$ cat src/rtl/req4_grant_arbiter.sv
// Four-requester arbiter that holds a registered one-hot grant until release.
// Supports fixed priority (3 > 2 > 1 > 0) or rotating priority, with a hold budget.
module req4_grant_arbiter #(
    parameter int ROUND_ROBIN = 0,
    parameter int HOLD_MAX    = 16
) (
    input  logic       clk,
    input  logic       reset,
    input  logic [3:0] req,
    input  logic       done,
    output logic [3:0] grant,
    output logic [1:0] grant_id,
    output logic       grant_valid,
    output logic       timeout
);

    typedef enum logic {IDLE, BUSY} state_t;

    state_t     state;
    logic [7:0] hold_cnt;
    logic [1:0] last_id;
    logic [1:0] search_start;
    logic [1:0] winner;
    logic       owner_req;
    logic       hold_expired;
    logic       release_now;

    // Descending search from start with wrap-around; first requester found wins.
    function automatic logic [1:0] pick(input logic [3:0] r, input logic [1:0] start);
        logic [1:0] idx;
        logic [1:0] win;
        logic       found;
        win   = 2'd0;
        found = 1'b0;
        for (int i = 0; i < 4; i++) begin
            idx = start - 2'(i);
            if (!found && r[idx]) begin
                win   = idx;
                found = 1'b1;
            end
        end
        return win;
    endfunction

    always_comb begin
        search_start = (ROUND_ROBIN != 0) ? (last_id - 2'd1) : 2'd3;
        winner       = pick(req, search_start);
        owner_req    = req[grant_id];
        hold_expired = (hold_cnt == 8'(HOLD_MAX));
        release_now  = done || !owner_req || hold_expired;
    end

    always_ff @(posedge clk or posedge reset) begin
        if (reset) begin
            state       <= IDLE;
            grant       <= 4'b0000;
            grant_id    <= 2'd0;
            grant_valid <= 1'b0;
            timeout     <= 1'b0;
            hold_cnt    <= 8'd0;
            last_id     <= 2'd0;
        end else begin
            case (state)
                IDLE: begin
                    timeout <= 1'b0;
                    if (req != 4'b0000) begin
                        state       <= BUSY;
                        grant       <= 4'b0001 << winner;
                        grant_id    <= winner;
                        grant_valid <= 1'b1;
                        last_id     <= winner;
                        hold_cnt    <= 8'd1;
                    end
                end
                BUSY: begin
                    if (release_now) begin
                        state       <= IDLE;
                        grant       <= 4'b0000;
                        grant_valid <= 1'b0;
                        // Timeout only flags a release nothing else would have caused.
                        timeout     <= hold_expired && !done && owner_req;
                    end else begin
                        timeout <= 1'b0;
                        if (hold_cnt != 8'hFF) begin
                            hold_cnt <= hold_cnt + 8'd1;
                        end
                    end
                end
                default: begin
                    state <= IDLE;
                end
            endcase
        end
    end

endmodule

$ cat config.mk
export PLATFORM = sky130hd
export DESIGN_NAME = req4_grant_arbiter
export DESIGN_NICKNAME = d
export VERILOG_FILES = /design/src/rtl/req4_grant_arbiter.sv
export SDC_FILE = /design/constraint.sdc
export NUM_CORES = 1
export LEC_CHECK = 0
export ABC_AREA = 1
export CORE_AREA = 3 3 55 57
export CTS_CLUSTER_SIZE = 14
export DETAILED_ROUTE_END_ITERATION = 12
export DIE_AREA = 0 0 58 60
export GPL_ROUTABILITY_DRIVEN = 0
export PLACE_DENSITY = 0.66
export SLEW_MARGIN = 40
export SYNTH_ARGS = -nofsm -noshare
export SYNTH_HDL_FRONTEND = slang
export SYNTH_SLANG_ARGS = --single-unit
$ cat constraint.sdc
create_clock -name clk -period 1.95 [get_ports clk]
set_input_delay 0.39 -clock clk [delete_from_list [all_inputs] [get_ports clk]]
set_output_delay 0.39 -clock clk [all_outputs]
set_load 0.02 [all_outputs]
# Word-level counts from Yosys, hierarchy flattened
# Index checks and enable logic that the tools add are counted.
[word_totals]
output_inout_bits = 8
inputBits = 7
elab_cells = 56
register_bits = 17
[op_classes]
bitwise = 1
add_sub_neg = 1
n_eq_ne = 6
mux = 24
shifts = 1
magnitude_cmp = 1
n_reduce_logical = 16
[op_table]
columns = ["cell", "count"]
rows = [
  ["$mux W8", 3],
  ["$pmux W8 S2", 1],
  ["$mux W1", 9],
  ["$add A8 B1 Y8 const B", 1],
  ["$eq A8 B5 Y1 const B", 1],
  ["$mux W2", 4],
  ["$mux W4", 2],
  ["$ne A8 B8 Y1 const B", 1],
  ["$pmux W4 S2", 1],
  ["$pmux W1 S2", 3],
  ["$logic_and A1 B1 Y1", 5],
  ["$logic_not A1 Y1", 5],
  ["$ne A2 B1 Y1 const B", 2],
  ["$ne A2 B2 Y1 const B", 2],
  ["$reduce_and A2 Y1", 2],
  ["$reduce_bool A4 Y1", 1],
  ["$shl A1 B2 Y4 const A", 1],
  ["$lt A2 B3 Y1 const B", 1],
  ["$reduce_and A3 Y1", 1],
  ["$bmux W1 S2", 1],
  ["$logic_or A1 B1 Y1", 2],
  ["$not A1 Y1", 1],
]

# Longest topological paths before layout
[depth]
ltp_word = 13
depth_mapped = 9

# Worst setup path before layout
# No wires, ideal clock.
[synth_timing]
path_type = "reg2reg"
startpoint = "register hold_cnt[0]"
endpoint = "register hold_cnt[0]"
path_buffers = 0
setup_ps = 117
path_stages_with_launch = 10
synth_period_minus_slack_ps = 1361
arrival_time_ps = 1244
setup_slack_ps = 589
cell_sequence = "dfrtp_1 inv_1 ha_1 nor3b_2 nand2_2 nand3_2 nand2_2 nand3_2 nand2_1 nand2_1"
[synth_via]
elab_chain_len = 4
elab_cells_between_ends = 10
[synth_lines]
columns = ["element", "line", "source"]
rows = [
  ["start, declared", "20", "logic [7:0] hold_cnt;"],
  ["start signal, assigned", "85", "hold_cnt <= hold_cnt + 8'd1;"],
  ["$add A8 B1 Y8 or $eq A8 B5 Y1 (tied branches)", "85, 49", ""],
  ["$mux W8 or $logic_or A1 B1 Y1 (tied branches)", "84, 50", ""],
  ["$mux W8 or $ne A2 B2 Y1 (tied branches)", "n/a", ""],
  ["$pmux W8 S2 or $reduce_and A3 Y1 (tied branches)", "n/a", ""],
]
# Several ways; a longest one is shown, not always the timed one. The select of a mux whose other input is x is not followed.
# A chain may end at the register's enable or synchronous reset.

# Final worst setup path
[layout_timing]
startpoint = "register grant_id[0]"
endpoint = "output port grant_id[0]"
[layout_rtl]
columns = ["element", "line", "source"]
rows = [
  ["start, declared", "12", "output logic [1:0] grant_id,"],
  ["start signal, assigned", "69", "grant_id <= winner;"],
]
# No word-level cell between the ends.

==> flow_metrics.env <==
export IMPL_outcome="completed"
export IMPL_cp_num_cells=1
export IMPL_drive_gt1_share_pct=12.5
export IMPL_final_cell_area_mm2=0.00124
export IMPL_synthFlopType="dfrtp_1"
export IMPL_crit_chain="clkdlybuf4s50_1"
export IMPL_grt_remaining_overflow=0
export IMPL_worstSetupPathType="register to output port"
export IMPL_die_w_um=58
export IMPL_clock_sinks=17
export IMPL_crit_family="buffers and inverters"
export IMPL_portBuffers=14
export IMPL_ys_warn_count=0
export IMPL_critPathBufInv=1
export IMPL_clock_latency_ns=0.28
export IMPL_ant_nets=0
export IMPL_layout_cells_non_filler=190
export IMPL_syn_avg_cell_area_um2=7.29
export IMPL_ff2ff_path_depth=9
export IMPL_tritoncts_num_buffers=3
export IMPL_power_density_mw_per_mm2=1140
export IMPL_synthCells=142
export IMPL_num_rows=18
export IMPL_dieHeight_um=60
export IMPL_ys_types=20
export IMPL_cp_arrival_ns=1.30
export IMPL_final_period_utilization_pct=86.6
export IMPL_ys_seq_elements=17
export IMPL_cts_setup_buffers=0
export IMPL_grt_pass1_wl_um=3960
export IMPL_max_stage_delay_ns=0.62
export IMPL_hold_path_class="input pin to asynchronous set/reset pin"
export IMPL_antennaDiodeCount=0
export IMPL_yosysMostFrequentCell="nand2_1"
export IMPL_synth_top_area_share_pct=41.1
export IMPL_grt_max_degree=18
export IMPL_startpoint_type="register"
export IMPL_area_growth_pct=19.7
export IMPL_ios=15
export IMPL_met3_usage_pct=4.54
export IMPL_wl_per_cell_um=11.3
export IMPL_cts_resized_gates=0
export IMPL_ir_worst_vdd_mv=0.654
export IMPL_rsz0062_at_grt="false"
export IMPL_synth_seq_area_share_pct=41.1
export IMPL_finalSetupViolations=0
export IMPL_h_tree_depth=1
export IMPL_final_max_slew_violation_count=0
export IMPL_r2r_slack_ns=0.36
export IMPL_grt_usage_pct=14.6
export IMPL_cts_root_buf="clkbuf_4"
export IMPL_tns_ns=0
export IMPL_synth_nets=151
export IMPL_post_place_ws_ns=0.0574
export IMPL_cp_required_ns=1.56
export IMPL_synthArstFlopShare_pct=100
export IMPL_dpl_cell_count=186
export IMPL_crit_fanout=4
export IMPL_clkTransAtPathRegs_ns=0.09
export IMPL_cts_tree="built"
export IMPL_die_area_mm2=0.00348
export IMPL_synth_edf_count=0
export IMPL_crit_slowest_cell="clkdlybuf4s50_1"
export IMPL_hold_buffers=0
export IMPL_route_detailed_drc=0
export IMPL_core_area_mm2=0.00252
export IMPL_fmax_mhz=592
export IMPL_antenna_found_initial=0
export IMPL_vias_per_cell=4.93
export IMPL_fin_skew_ns=0.00247
export IMPL_clockBufferDepth=2
export IMPL_fin_crit_ns=1.69
export IMPL_power_leakage_nw=0.648
export IMPL_post_dp_hpwl_um=1700
export IMPL_initial_core_util_pct=41.0
export IMPL_post_synth_instance_area_mm2=0.00103
export IMPL_synth_top_area_cell="dfrtp_1"
export IMPL_vias=936
export IMPL_ys_top_cells_by_area="dfrtp_1 41%, nand2_1 16%, nand3_1 10%"
export IMPL_rr_endpoint="hold_cnt[4]$_DFFE_PP0P_"
export IMPL_drv_cap=0
export IMPL_drt_total_wl_um=2140
export IMPL_layout_setup_ws_ns=0.261
export IMPL_hold_violations=0
export IMPL_ys_top_cells_by_count="45 x nand2_1, 21 x nand3_1, 20 x inv_1"
export IMPL_crit_path_end_kind="output port"
export IMPL_drtIter0Drc=25
export IMPL_placed_area_mm2=0.00121
export IMPL_met1_usage_pct=19.0
export IMPL_final_net_count=170
export IMPL_reg2reg_from="hold_cnt[0]$_DFFE_PP0P_"
export IMPL_max_slew_margin_pct=57.8
export IMPL_grt_pass1_vias=899
export IMPL_top_usage_layer="met2"
export IMPL_drtPass1Iterations=4
export IMPL_n_fill_cell=244
export IMPL_tightestPinTransition_ns=0.632
export IMPL_met2_usage_pct=24.0
==> cell families after synthesis <==
group                    after synthesis  synth area share [%]
AND/OR/NAND/NOR                       90                  40.7
adder cells (fa/ha/maj)                2                  2.42
flip-flops                            17                  41.1
buffers and inverters                 25                  10.2
AO/OA/AOI/OAI                          8                  5.56
==> through the flow <==
stage	hold slack, ns	utilization, %	power [mW]
4_1_cts	0.494	49.1	1.43
3_3_place_gp	0.484	48.1	1.23
3_5_place_dp	0.501	48.1	1.25
5_1_grt	0.532	49.1	1.53
6_report	0.477	49.1	1.41
2_1_floorplan	0.316	-	1.01
==> where the power goes <==
part	switching, mW	internal, mW
clock	0.0991	0.0795
combinational	0.406	0.277
sequential	0.105	0.448
total	0.610	0.804
==> layer usage <==
layer | share of wire, % | vias up | wire length (um)
li1 | - | 489 | -
met1 | 47 | 420 | 997
met2 | 46 | 23 | 994
met3 | 5.6 | 4 | 120
met4 | 1.4 | 0 | 31
met5 | 0 | - | 0
==> state kept, by name, summed over array words and instances, names as in the netlist <==
signal / flops
timeout: 1
state: 1
hold_cnt: 8
grant: 4
grant_valid: 1
grant_id: 2
==> placed cells by master, fill, tap and decap left out, types with 2 or more instances in the layout <==
master / netlist / final
o21ai_0: 4 / 4
clkdlybuf4s50_1: 0 / 14
inv_2: 2 / 2
nor3b_1: 2 / 2
nor2_1: 6 / 6
nor2_2: 3 / 3
nor3_1: 3 / 3
buf_4: 3 / 3
nand2_2: 4 / 4
nand3_1: 21 / 21
nand2_1: 45 / 45
nand3_2: 2 / 2
inv_1: 20 / 20
ha_1: 2 / 2
clkbuf_4: 0 / 3
dfrtp_1: 17 / 17
nand4_1: 3 / 3
==> worst max path at each step <==
stage | startpoint | to | slack [ns]
4_1_cts | grant_id[0]$_DFFE_PP0P_ | grant_id[0] | 0.25
6_report | grant_id[0]$_DFFE_PP0P_ | grant_id[0] | 0.26
3_3_place_gp | req[3] | hold_cnt[4]$_DFFE_PP0P_ | 0.11
3_5_place_dp | req[3] | hold_cnt[4]$_DFFE_PP0P_ | 0.06
2_1_floorplan | hold_cnt[0]$_DFFE_PP0P_ | hold_cnt[0]$_DFFE_PP0P_ | 0.59
5_1_grt | grant_id[0]$_DFFE_PP0P_ | grant_id[0] | 0.20
==> area by class of cell <==
cell class | instances | area, um^2 | area share [%]
clock buffers | 4 | 26.3 | 2.12
inverters | 22 | 82.6 | 6.67
multi-input cells | 100 | 504 | 40.7
flip-flops and latches | 17 | 425 | 34.3
well taps | 30 | 37.5 | 3.03
repair buffers | 17 | 163 | 13.1
(Power assumes the default switching activity.)
